## src/rtl/fusion_pkg.sv

```systemverilog
// Shared definitions for the fusion MAC: lane-fusion mode encodings and default widths.
// Latency: n/a (types and constants only).
// Backpressure: n/a.
package fusion_pkg;

    // Per-beat lane fusion; the unused encoding 2'b11 behaves like MODE_1X
    typedef enum logic [1:0] {
        MODE_1X = 2'b00,
        MODE_2X = 2'b01,
        MODE_4X = 2'b10
    } mode_e;

    localparam int DEF_W     = 8;
    localparam int DEF_ACC_W = 24;

endpackage

```

## src/rtl/fusion_lane_mult.sv

```systemverilog
// One lane multiplier: L x L operands, each independently signed or unsigned, 2L-bit product.
// Latency: combinational.
// Backpressure: none; the caller registers around it.
module fusion_lane_mult #(
    parameter int L = 4
) (
    input  logic [L-1:0]   a,
    input  logic [L-1:0]   b,
    input  logic           a_signed,
    input  logic           b_signed,
    output logic [2*L-1:0] prod
);

    // One guard bit per operand lets a single signed multiply cover all four sign mixes
    logic signed [L:0]     a_ext;
    logic signed [L:0]     b_ext;
    logic signed [2*L+1:0] full;
    logic                  unused_hi;

    assign a_ext = $signed({a_signed & a[L-1], a});
    assign b_ext = $signed({b_signed & b[L-1], b});
    assign full  = a_ext * b_ext;

    // Any mix of L-bit operands fits in 2L bits, so the top two bits are redundant
    assign prod      = full[2*L-1:0];
    assign unused_hi = ^full[2*L+1:2*L];

endmodule

```

## src/rtl/fusion_mac.sv

```systemverilog
// Mixed-precision fused MAC: 1/2/4 lanes per beat, saturating accumulation over a vector.
// Latency: last beat accepted at edge k -> result valid after edge k+2.
// Backpressure: a pending unread result freezes the whole pipeline and drops in_ready.
module fusion_mac
    import fusion_pkg::*;
#(
    parameter int W     = DEF_W,
    parameter int ACC_W = DEF_ACC_W
) (
    input  logic             clk,
    input  logic             rst,
    input  logic             in_valid,
    output logic             in_ready,
    input  logic [W-1:0]     in_data,
    input  logic [W-1:0]     weight,
    input  logic             s_in,
    input  logic             s_weight,
    input  logic [1:0]       mode,
    input  logic             in_last,
    output logic             out_valid,
    input  logic             out_ready,
    output logic [ACC_W-1:0] out_psum,
    output logic             out_sat
);

    localparam int L1 = W;
    localparam int L2 = W / 2;
    localparam int L4 = W / 4;

    localparam logic [ACC_W-1:0] ACC_MAX = {1'b0, {(ACC_W-1){1'b1}}};
    localparam logic [ACC_W-1:0] ACC_MIN = {1'b1, {(ACC_W-1){1'b0}}};

    logic stall;

    assign stall    = out_valid && !out_ready;
    assign in_ready = !stall;

    // ---------------- stage 1: captured operands ----------------
    logic         s1_vld;
    logic [W-1:0] s1_dat;
    logic [W-1:0] s1_wgt;
    logic         s1_s_in;
    logic         s1_s_wgt;
    logic [1:0]   s1_mode;
    logic         s1_last;

    // Capture each offered beat together with its own mode and sign flags
    always_ff @(posedge clk or posedge rst) begin
        if (rst) begin
            s1_vld   <= 1'b0;
            s1_dat   <= '0;
            s1_wgt   <= '0;
            s1_s_in  <= 1'b0;
            s1_s_wgt <= 1'b0;
            s1_mode  <= 2'b00;
            s1_last  <= 1'b0;
        end else if (!stall) begin
            s1_vld   <= in_valid;
            s1_dat   <= in_data;
            s1_wgt   <= weight;
            s1_s_in  <= s_in;
            s1_s_wgt <= s_weight;
            s1_mode  <= mode;
            s1_last  <= in_last;
        end
    end

    // ---------------- lane products ----------------
    // A product is signed whenever either operand is signed
    logic prod_signed;
    assign prod_signed = s1_s_in | s1_s_wgt;

    logic [2*L1-1:0]  p1;
    logic [ACC_W-1:0] e1;

    fusion_lane_mult #(.L(L1)) u_mult_1x (
        .a        (s1_dat),
        .b        (s1_wgt),
        .a_signed (s1_s_in),
        .b_signed (s1_s_wgt),
        .prod     (p1)
    );
    assign e1 = {{(ACC_W-2*L1){prod_signed & p1[2*L1-1]}}, p1};

    logic [2*L2-1:0]  p2 [2];
    logic [ACC_W-1:0] e2 [2];

    for (genvar g = 0; g < 2; g++) begin : g_2x
        fusion_lane_mult #(.L(L2)) u_mult (
            .a        (s1_dat[g*L2 +: L2]),
            .b        (s1_wgt[g*L2 +: L2]),
            .a_signed (s1_s_in),
            .b_signed (s1_s_wgt),
            .prod     (p2[g])
        );
        assign e2[g] = {{(ACC_W-2*L2){prod_signed & p2[g][2*L2-1]}}, p2[g]};
    end

    logic [2*L4-1:0]  p4 [4];
    logic [ACC_W-1:0] e4 [4];

    for (genvar g = 0; g < 4; g++) begin : g_4x
        fusion_lane_mult #(.L(L4)) u_mult (
            .a        (s1_dat[g*L4 +: L4]),
            .b        (s1_wgt[g*L4 +: L4]),
            .a_signed (s1_s_in),
            .b_signed (s1_s_wgt),
            .prod     (p4[g])
        );
        assign e4[g] = {{(ACC_W-2*L4){prod_signed & p4[g][2*L4-1]}}, p4[g]};
    end

    // Beat sum: add the lanes selected by this beat's mode (exact, ACC_W >= 2W+2)
    logic [ACC_W-1:0] beat_sum;

    always_comb begin
        beat_sum = e1;
        case (s1_mode)
            MODE_2X: beat_sum = e2[0] + e2[1];
            MODE_4X: beat_sum = e4[0] + e4[1] + e4[2] + e4[3];
            default: beat_sum = e1;
        endcase
    end

    // ---------------- stage 2: registered beat sum ----------------
    logic             s2_vld;
    logic             s2_last;
    logic [ACC_W-1:0] s2_sum;

    // Register the beat sum with its valid and end-of-vector marker
    always_ff @(posedge clk or posedge rst) begin
        if (rst) begin
            s2_vld  <= 1'b0;
            s2_last <= 1'b0;
            s2_sum  <= '0;
        end else if (!stall) begin
            s2_vld  <= s1_vld;
            s2_last <= s1_last;
            s2_sum  <= beat_sum;
        end
    end

    // ---------------- stage 3: saturating accumulator ----------------
    logic             in_vec;     // 1 once a vector has started and not yet finished
    logic [ACC_W-1:0] acc;
    logic             sat_flag;

    logic [ACC_W-1:0] acc_base;
    logic             sat_base;
    logic [ACC_W:0]   acc_wide;
    logic             acc_ovf;
    logic [ACC_W-1:0] acc_next;
    logic             sat_next;

    // Add with one extra bit; a differing top pair means the true sum left ACC_W range
    always_comb begin
        acc_base = in_vec ? acc : '0;
        sat_base = in_vec & sat_flag;
        acc_wide = {acc_base[ACC_W-1], acc_base} + {s2_sum[ACC_W-1], s2_sum};
        acc_ovf  = acc_wide[ACC_W] ^ acc_wide[ACC_W-1];
        acc_next = acc_wide[ACC_W-1:0];
        if (acc_ovf) begin
            acc_next = acc_wide[ACC_W] ? ACC_MIN : ACC_MAX;
        end
        sat_next = sat_base | acc_ovf;
    end

    // Accumulate beats; the last beat publishes the result and rearms for a new vector
    always_ff @(posedge clk or posedge rst) begin
        if (rst) begin
            in_vec    <= 1'b0;
            acc       <= '0;
            sat_flag  <= 1'b0;
            out_valid <= 1'b0;
            out_psum  <= '0;
            out_sat   <= 1'b0;
        end else if (!stall) begin
            out_valid <= s2_vld && s2_last;
            if (s2_vld) begin
                if (s2_last) begin
                    out_psum <= acc_next;
                    out_sat  <= sat_next;
                    in_vec   <= 1'b0;
                    acc      <= '0;
                    sat_flag <= 1'b0;
                end else begin
                    acc      <= acc_next;
                    sat_flag <= sat_next;
                    in_vec   <= 1'b1;
                end
            end
        end
    end

endmodule

```

## config.mk

```make
export PLATFORM = sky130hd
export DESIGN_NAME = fusion_mac
export DESIGN_NICKNAME = d
export VERILOG_FILES = /design/src/rtl/fusion_pkg.sv /design/src/rtl/fusion_lane_mult.sv /design/src/rtl/fusion_mac.sv
export SDC_FILE = /design/constraint.sdc
export NUM_CORES = 1
export LEC_CHECK = 0
export ABC_AREA = 1
export CAP_MARGIN = 25
export CORE_ASPECT_RATIO = 0.75
export CORE_UTILIZATION = 25
export DETAILED_ROUTE_END_ITERATION = 7
export GPL_TIMING_DRIVEN = 0
export PLACE_DENSITY = 0.52
export REMOVE_ABC_BUFFERS = 1
export SYNTH_ARGS = -nofsm -noshare
export SYNTH_HDL_FRONTEND = slang
export SYNTH_SLANG_ARGS = --single-unit
```

## constraint.sdc

```tcl
create_clock -name clk -period 5.6 [get_ports clk]
set_input_delay 0.56 -clock clk [delete_from_list [all_inputs] [get_ports clk]]
set_output_delay 0.56 -clock clk [all_outputs]
set_load 0.05 [all_outputs]
```

### After elaboration in Yosys (flattened, before gate mapping)

Cells that the tools add are included.

| cells by class | value |
|---|---|
| mux-type cells | 7 |
| multiply operators | 7 |
| reduce and logical (&&, ||, !) cells | 6 |
| equal/unequal tests | 2 |
| bitwise logic cells | 20 |
| $add $sub $neg | 5 |

Operators by type and width:

| cell | count |
|---|---|
| $mux 24 | 4 |
| $pmux 24 s2 | 1 |
| $add 24x24->25 | 1 |
| $and 1x1->1 | 16 |
| $mul 3x3->4 | 4 |
| $mul 5x5->8 | 2 |
| $mul 9x9->16 | 1 |
| $add 9x9->10 | 1 |
| $add 7x5->8 | 1 |
| $add 6x5->7 | 1 |
| $add 5x5->6 | 1 |
| $reduce_and 3->1 | 1 |
| $eq 2x1->1 const B | 1 |
| $eq 2x2->1 const B | 1 |
| $logic_and 1x1->1 | 2 |
| $logic_not 1->1 | 2 |
| $mux 1 | 2 |
| $or 1x1->1 | 2 |
| $reduce_and 2->1 | 1 |
| $not 1->1 | 1 |
| $xor 1x1->1 | 1 |

| word-level totals | value |
|---|---|
| output and inout port bits | 27 |
| logic and storage cells | 63 |
| input bits | 25 |
| register bits after elaboration | 100 |

### Logic depth before layout (Yosys ltp)

Gate-level depths: netlist of run 1.

| depth | value |
|---|---|
| depth after elaboration | 7 |
| depth in mapped cells | 29 |
| gate-level depth less buffers | 28 |

### Cells and area by module

A second synthesis of run 1 with hierarchy kept.

| unflattened totals | value |
|---|---|
| cell total of the unflattened synthesis | 1768 |
| area, all modules | 12024.0 µm² |

Modules (own cells, without submodules):

| module | seq. area each (µm²) | cells each | area an instance (µm²) | instances |
|---|---|---|---|---|
| fusion_mac | 2327.2 | 967 | 6600.1 | 1 |
| fusion_lane_mult (u_mult_1x) | 0.0 | 423 | 3091.7 | 1 |
| fusion_lane_mult (g_2x[0].u_mult ...) | 0.0 | 125 | 820.8 | 2 |
| fusion_lane_mult (g_4x[0].u_mult ...) | 0.0 | 32 | 172.7 | 4 |

### Least setup slack after synthesis of run 1

OpenSTA, ideal clock, no wires.

| path | value |
|---|---|
| path type | flip-flop to flip-flop |
| from | register s1_wgt[7] |
| to | register s2_sum[15] |
| arrival time | 4.750 ns |
| setup time | 0.121 ns |
| data required time | 5.479 ns |
| clock period less this slack | 4.871 ns |
| slack | 0.729 ns |
| stages on the path, launching flop included | 26 |
| path buffers | 1 |
| cells stage by stage | dfrtp_1 > buf_2 > nand2_1 > inv_1 > nand2_1 > fa_1 > fa_1 > fa_1 > fa_1 > o21ai_0 > a21oi_1 > xnor2_1 > xor2_1 > inv_1 > ha_1 > nand2_1 > nor2_1 > nand3_1 > nand3_1 > nand2_1 > nand2_1 > nand2_1 > nand2_1 > nand2_1 > nand2_1 > nand2_1 |

| on the way | value |
|---|---|
| word-level cells in the longest chain between the ends | 5 |
| elaborated cells on any way between the ends | 9 |
| classes of those cells | add/sub (2); mul (3); mux (1); bitwise (3) |

Ends and longest elaborated chain:

| what | RTL line | RTL |
|---|---|---|
| start, declared | fusion_mac.sv:41 | `logic [W-1:0] s1_wgt;` |
| start signal, assigned | fusion_mac.sv:60 | `s1_wgt <= weight;` |
| $and 1x1->1 | fusion_lane_mult.sv:21 | `assign b_ext = $signed({b_signed & b[L-1], b});` |
| $mul 5x5->8 or $mul 3x3->4 (tied branches) | fusion_lane_mult.sv:22 | `assign full = a_ext * b_ext;` |
| $and 1x1->1, on equally long branches | fusion_mac.sv:96, fusion_mac.sv:110 |  |
| $add 9x9->10 or $add 7x5->8 (tied branches) | fusion_mac.sv:119, fusion_mac.sv:120 |  |
| $pmux 24 s2 (*) | fusion_mac.sv:118 | `case (s1_mode)` |
| end signal, assigned | fusion_mac.sv:139 | `s2_sum <= beat_sum;` |
| end, declared | fusion_mac.sv:128 | `logic [ACC_W-1:0] s2_sum;` |

Mark *: on every way between the ends. The rest lies on a longest branch, timed or not.
A chain may end at the register's enable or synchronous reset.

### Final worst setup path of run 1

| path | value |
|---|---|
| from | register s1_wgt[7] |
| to | register s2_sum[22] |

The elaborated chain is that of the path after synthesis.

==> summary.md, run 1 <==
| Metric | Value |
|---|---|
| Status | complete, no violations |
| Port buffer count | 51 |
| Final Slew Violations | 0 |
| Seq/Total Area, Yosys | 0.207 |
| Die Ht | 185 um |
| H-Tree Level Count | 3 |
| FF-to-FF Start | s1_wgt[7] |
| Fill cells | slightly below 5000 |
| Synth Instances | around 1600 |
| Worst Setup EP | s2_sum[22] |
| Async S/R FF share, synth | 1.00 |
| Critical setup path kind | reg2reg |
| Hold Crit Class | reg2reg |
| Drt pass-1 iters | 5 |
| Hold Violations, Final | 0 |
| Count of different cell masters after synthesis | 35 |
| Worst path slowest cell | fa_1 |
| Post-synth EDFFs | 0 |
| GP Congestion | 0.874 |
| Startpoint Class | register |
| Clock net sink count | between 90 and 100 |
| Largest net degree at the start of global routing | between 60 and 70 |
| Routed len/inst | around 14 um |
| Initial antenna violation count | 0 |
| All-Layer GR Usage | 0.146 |
| Max-cap viol count | 0 |
| Antenna viol nets, final | 0 |
| CP Capture Type | register |
| Final Cycle Share | 0.946 |
| Full die area | between 40000 and 50000 um^2 |
| Reg2reg end | s2_sum[22] |
| Unrepaired setup endpoints after global routing | no |
| Non-filler instance count after layout | 2214 |
| Core Region | 43800 um^2 |
| Nets | ~1900 |
| CTS tree | done |
| Worst Tran Pin Value | 1.03 ns |
| Area share of the largest cell type after synthesis | 0.207 |
| Yosys reg bits | just over 90 |
| Clock root cell | clkbuf_16 |
| Post-Place Cells | 2185 |
| Hold_ws | 0.481 ns |
| Clock Skew | about 0.011 ns |
| Reg2Reg Depth | 27 |
| Slew HR | 0.315 |
| Total global routing overflow | 0 |
| Final Critical Period | around 5.3 ns |
| Via/cell ratio | 4.31 |
| Number of antenna cells inserted | 0 |
| Worst skew pair latency | roughly 0.37 ns |
| Residual DRC | 0 |
| Critical Path Start | s1_wgt[7] |
| Max Buffers Root-to-Sink | 2 |
| Top Ports | 52 |
| FF/Latch Area | between 2000 and 2500 um^2 |
| Setup TNS | 0 ns |
| Crit-path max cell delay | 0.56 ns |
| Via count | roughly 9500 |
| DR iter-0 viols | 604 |
| WL final | slightly above 30000 um |
| CTS Buf Count | 9 |
| Cell Rows | 66 |
| Initial Utilization | 0.256 |
| Syn_area_per_cell | around 7 um^2 |
| Area contributors post-synth | dfrtp_1 (21%), nand2_1 (19%), fa_1 (18%) |
| Number of global-route vias before repair | approximately 10000 |
| Count leader, synth | nand2_1 |
| First-pass GRT wire length | 52100 um |
| Crit path max fanout | 9 |
| Multi-input gate area | between 7000 and 8000 um^2 |
| Dpl hpwl | about 25000 um |
| CP required | approximately 5.9 ns |
| Reg2reg setup slack | approximately 0.30 ns |
| Synth warn | 0 |
| Synth area leader | dfrtp_1 |
| Share of post-route cells with drive strength above 1 | 0.0605 |
| Synth-to-Final Area Change | 14.3% |
| Final setup viols | 0 |
| Clk slew on worst S/H paths | 0.08 ns |
| Mapped Area | 11200 um^2 |
| Cell mode on critical path | nand2_1 |
| Crit path DAT | between 5 and 6 ns |
| Max Fclk | around 190 MHz |
| Most frequent cells after synthesis | nand2_1 (561), inv_1 (336), fa_1 (103) |
| Prevailing post-synth register cell | dfrtp_1 |
| Width of the die | 247 um |
-- through the flow --
stage	utilization	worst slack, ns	cell area [um^2]
CTS	0.291	0.0135	12700
global placement	0.279	-0.591	12200
floorplan	-	0.674	11000
finish	0.293	0.303	12800
detailed placement	0.281	-0.599	12300
global route	0.293	0.0127	12800
-- routing by layer --
| metal | up-vias | wire, um | GRT usage |
|---|---|---|---|
| met5 | - | 0 | 0 |
| met4 | 0 | 378 | 0.0343 |
| met3 | 24 | 1660 | 0.0288 |
| met2 | 181 | 12100 | 0.206 |
| met1 | 4496 | 16700 | 0.224 |
| li1 | 4846 | - | - |
-- logic make-up after synthesis --
kind of cell / after synthesis / synth area share
buf+inv: 384 / 0.134
fa+ha+maj: 203 / 0.295
flops: 93 / 0.207
xor+xnor: 40 / 0.0312
compound gates: 130 / 0.0620
simple gates: 745 / 0.270
-- area by class of cell --
| cell class | instances | area share |
|---|---|---|
| Multi-Input combinational cell | 1118 | 0.581 |
| Sequential cell | 93 | 0.183 |
| Inverter | 341 | 0.100 |
| Tap cell | 578 | 0.0564 |
| Timing Repair Buffer | 68 | 0.0541 |
| Clock buffer | 10 | 0.0186 |
| Clock inverter | 6 | 0.00722 |
-- registers in the layout, summed over array words and instances, names as in the netlist --
name,cells
acc,24
out_psum,24
s2_sum,17
s1_dat,8
s1_wgt,8
s1_mode,2
in_vec,1
out_sat,1
out_valid,1
s1_last,1
s1_s_in,1
s1_s_wgt,1
s1_vld,1
s2_last,1
s2_vld,1
sat_flag,1
-- critical path: cells and delay by family (launching register included) --
kind                     cells  cell delay, ns
AO/OA/AOI/OAI                2            0.25
AND/OR/NAND/NOR             13            1.19
flip-flops                   1            0.46
XOR/XNOR                     2            0.56
buffers and inverters        5            0.47
adder cells (fa/ha/maj)      5            2.25
-- worst min-delay path by stage --
| stage | end | depth (start not counted) | startpoint |
|---|---|---|---|
| after global routing | out_psum[5] | 2 | out_psum[5] |
| after CTS | acc[8] | 2 | acc[8] |
| final | out_psum[1] | 2 | out_psum[1] |
| after floorplan | acc[13] | 2 | acc[13] |
| after global placement | sat_flag | 2 | sat_flag |
| after detailed placement | acc[8] | 2 | acc[8] |
-- repair_timing --
action / 4_1_cts / 5_1_grt
pin swaps: 1 / 3
hold buffers: 0 / 0
endpoints found under the setup margin: 10 / 9
setup buffers: 6 / 7
gates resized for setup: 9 / 22
-- cells in the final DEF, fill, tap and decap left out, types with 17 or more instances in the layout --
| master | n |
|---|---|
| a21oi_1 | 55 |
| clkdlybuf4s50_1 | 51 |
| dfrtp_1 | 79 |
| fa_1 | 102 |
| ha_1 | 99 |
| inv_1 | 334 |
| nand2_1 | 557 |
| nand2_2 | 22 |
| nand3_1 | 51 |
| nand4_1 | 17 |
| nor2_1 | 68 |
| o21ai_0 | 50 |
| xnor2_1 | 18 |
| xor2_1 | 20 |
Power of run 1 is left out: the tool's default activity adds up to more than one toggle a clock period on the data nets, which glitch-free logic cannot reach.
==> inputs of run 2 (changes only) <==
ABC_CLOCK_PERIOD_IN_PS = 5600   (was unset)
CORE_ASPECT_RATIO = 0.9   (was 0.75)
==> summary.md, run 2 (synthesized netlist as in run 1, its figures left out) <==
| Metric | Value |
|---|---|
| Share of post-route cells with drive strength above 1 | 0.0623 |
| Fin util | 0.290 |
| First-pass GRT wire length | about 49000 um |
| Port buffer count | 51 |
| Drt pass-1 iters | 5 |
| DR iter-0 viols | between 500 and 600 |
| Clock Skew | between 0.009 and 0.01 ns |
| Most frequent cells in the layout | nand2_1 (558), inv_1 (333), fa_1 (101) |
| Full die area | ~46000 um^2 |
| Dpl hpwl | roughly 24000 um |
| Reg2Reg Depth | 26 |
| Commonest non-fill, non-tap cell in the layout | nand2_1 |
| CP required | approximately 5.9 ns |
| Initial antenna violation count | 0 |
| Multi-input gate area | between 7000 and 8000 um^2 |
| Antenna viol nets, final | 0 |
| Final setup viols | 0 |
| Via/cell ratio | roughly 4.3 |
| Clk slew on worst S/H paths | 0.07 ns |
| Residual DRC | 0 |
| Number of global-route vias before repair | between 9000 and 10000 |
| Initial Utilization | 0.254 |
| Hold_ws | around 0.48 ns |
| Core Region | approximately 44000 um^2 |
| Synth-to-Final Area Change | 14.4% |
| Total global routing overflow | 0 |
| WL final | 29500 um |
| Hold Violations, Final | 0 |
| Placed Instance Area | ~12000 um^2 |
| Crit path max fanout | 8 |
| Cell Rows | 73 |
| Top Ports | between 50 and 60 |
| Nets | between 1500 and 2000 |
| Largest net degree at the start of global routing | between 60 and 70 |
| Routed len/inst | 13.2 um |
| Worst setup margin | between 0.3 and 0.4 ns |
| Worst Tran Pin Value | around 0.84 ns |
| Final Cycle Share | 0.945 |
| All-Layer GR Usage | 0.136 |
| Slew HR | 0.437 |
| Status | complete, no violations |
| Worst skew pair latency | 0.37 ns |
| GP Congestion | 0.947 |
| Crit path DAT | around 5.5 ns |
| Max-cap viol count | 0 |
| Cts hold-fix bufs | 0 |
| Critical setup path kind | reg2reg |
| Number of antenna cells inserted | 0 |
| Max Fclk | 189 MHz |
| H-Tree Level Count | 3 |
| Design Area, Final | ~13000 um^2 |
| Clock net sink count | 93 |
| Max Buffers Root-to-Sink | 2 |
| Fill cells | between 4000 and 5000 |
| Via count | about 9600 |
| Startpoint Class | register |
| Final Slew Violations | 0 |
| Hold Crit Class | reg2reg |
| Final Critical Period | 5.29 ns |
| Place WS | -0.586 ns |
| Clock root cell | clkbuf_16 |
| Width of the die | between 200 and 250 um |
| CTS tree | done |
| CTS Buf Count | 9 |
| FF/Latch Area | 2340 um^2 |
| Die Ht | roughly 200 um |
| Hold Path Cell Cnt | 2 |
| Largest registers | acc x24, out_psum x24, s2_sum x17 |
| CP Capture Type | register |
==> run 2: final cells by class <==
cell class	count	area share
Clock buffer	10	0.0178
Clock inverter	6	0.00536
Inverter	341	0.100
Multi-Input combinational cell	1118	0.581
Sequential cell	93	0.183
Tap cell	600	0.0585
Timing Repair Buffer	70	0.0548
==> run 2: path summary, 6_finish.rpt <==
| check | slack [ns] | from | endpoint |
|---|---|---|---|
| hold / removal | 0.48 | out_psum[22] | out_psum[22] |
| setup reg to reg | 0.31 | s1_wgt[7] | s2_sum[22] |
| max in group asynchronous | 4.32 | rst | s1_wgt[2] |
| setup / recovery | 0.31 | s1_wgt[7] | s2_sum[22] |
| min in group asynchronous | 0.59 | rst | sat_flag |
| hold reg to reg | 0.48 | out_psum[22] | out_psum[22] |
==> run 2: metrics by stage <==
stage | setup TNS, ns | std cells
after floorplan | 0 | 1552
after global placement | -4.40 | 2203
after detailed placement | -4.31 | 2207
after CTS | 0 | 2223
after global routing | -0.0263 | 2238
final | 0 | 2238
==> run 2: critical path: stages (launching register included) <==
cell	delay, ns
dfrtp_2	0.51
nand2_8	0.13
clkinvlp_4	0.15
nand2_1	0.08
fa_2	0.60
inv_1	0.12
fa_1	0.51
inv_1	0.06
fa_1	0.49
inv_1	0.04
ha_1	0.33
a21oi_2	0.19
xnor2_2	0.16
xor2_2	0.27
inv_1	0.08
ha_2	0.39
nand2_1	0.08
nor2_1	0.13
nand3_1	0.09
nand3_1	0.09
nand2_1	0.05
nand2_1	0.12
nand2_1	0.11
nand2_4	0.13
nand2_1	0.10
nand3_1	0.08
nand2_1	0.07
==> run 2: metal layers <==
metal | vias up | share of wire | track usage
li1 | 4845 | - | -
met1 | 4510 | 0.52 | 0.196
met2 | 181 | 0.43 | 0.213
met3 | 22 | 0.037 | 0.0185
met4 | 0 | 0.012 | 0.0292
met5 | - | 0 | 0
==> run 2: timing repair <==
action                                 CTS  global route
setup endpoints to repair               10             9
pin swaps                                1             4
setup buffers                            0            14
gates resized for setup                  6            26
endpoints found under the hold margin    0             0
Power of run 2 is left out for the same reason.
==> inputs of run 3 (changes only) <==
ABC_CLOCK_PERIOD_IN_PS = unset   (was 5600)
==> results of run 3 <==
No change in the layout: final DEF, timing and power equal those of run 2.
Power of run 3 is left out for the same reason.
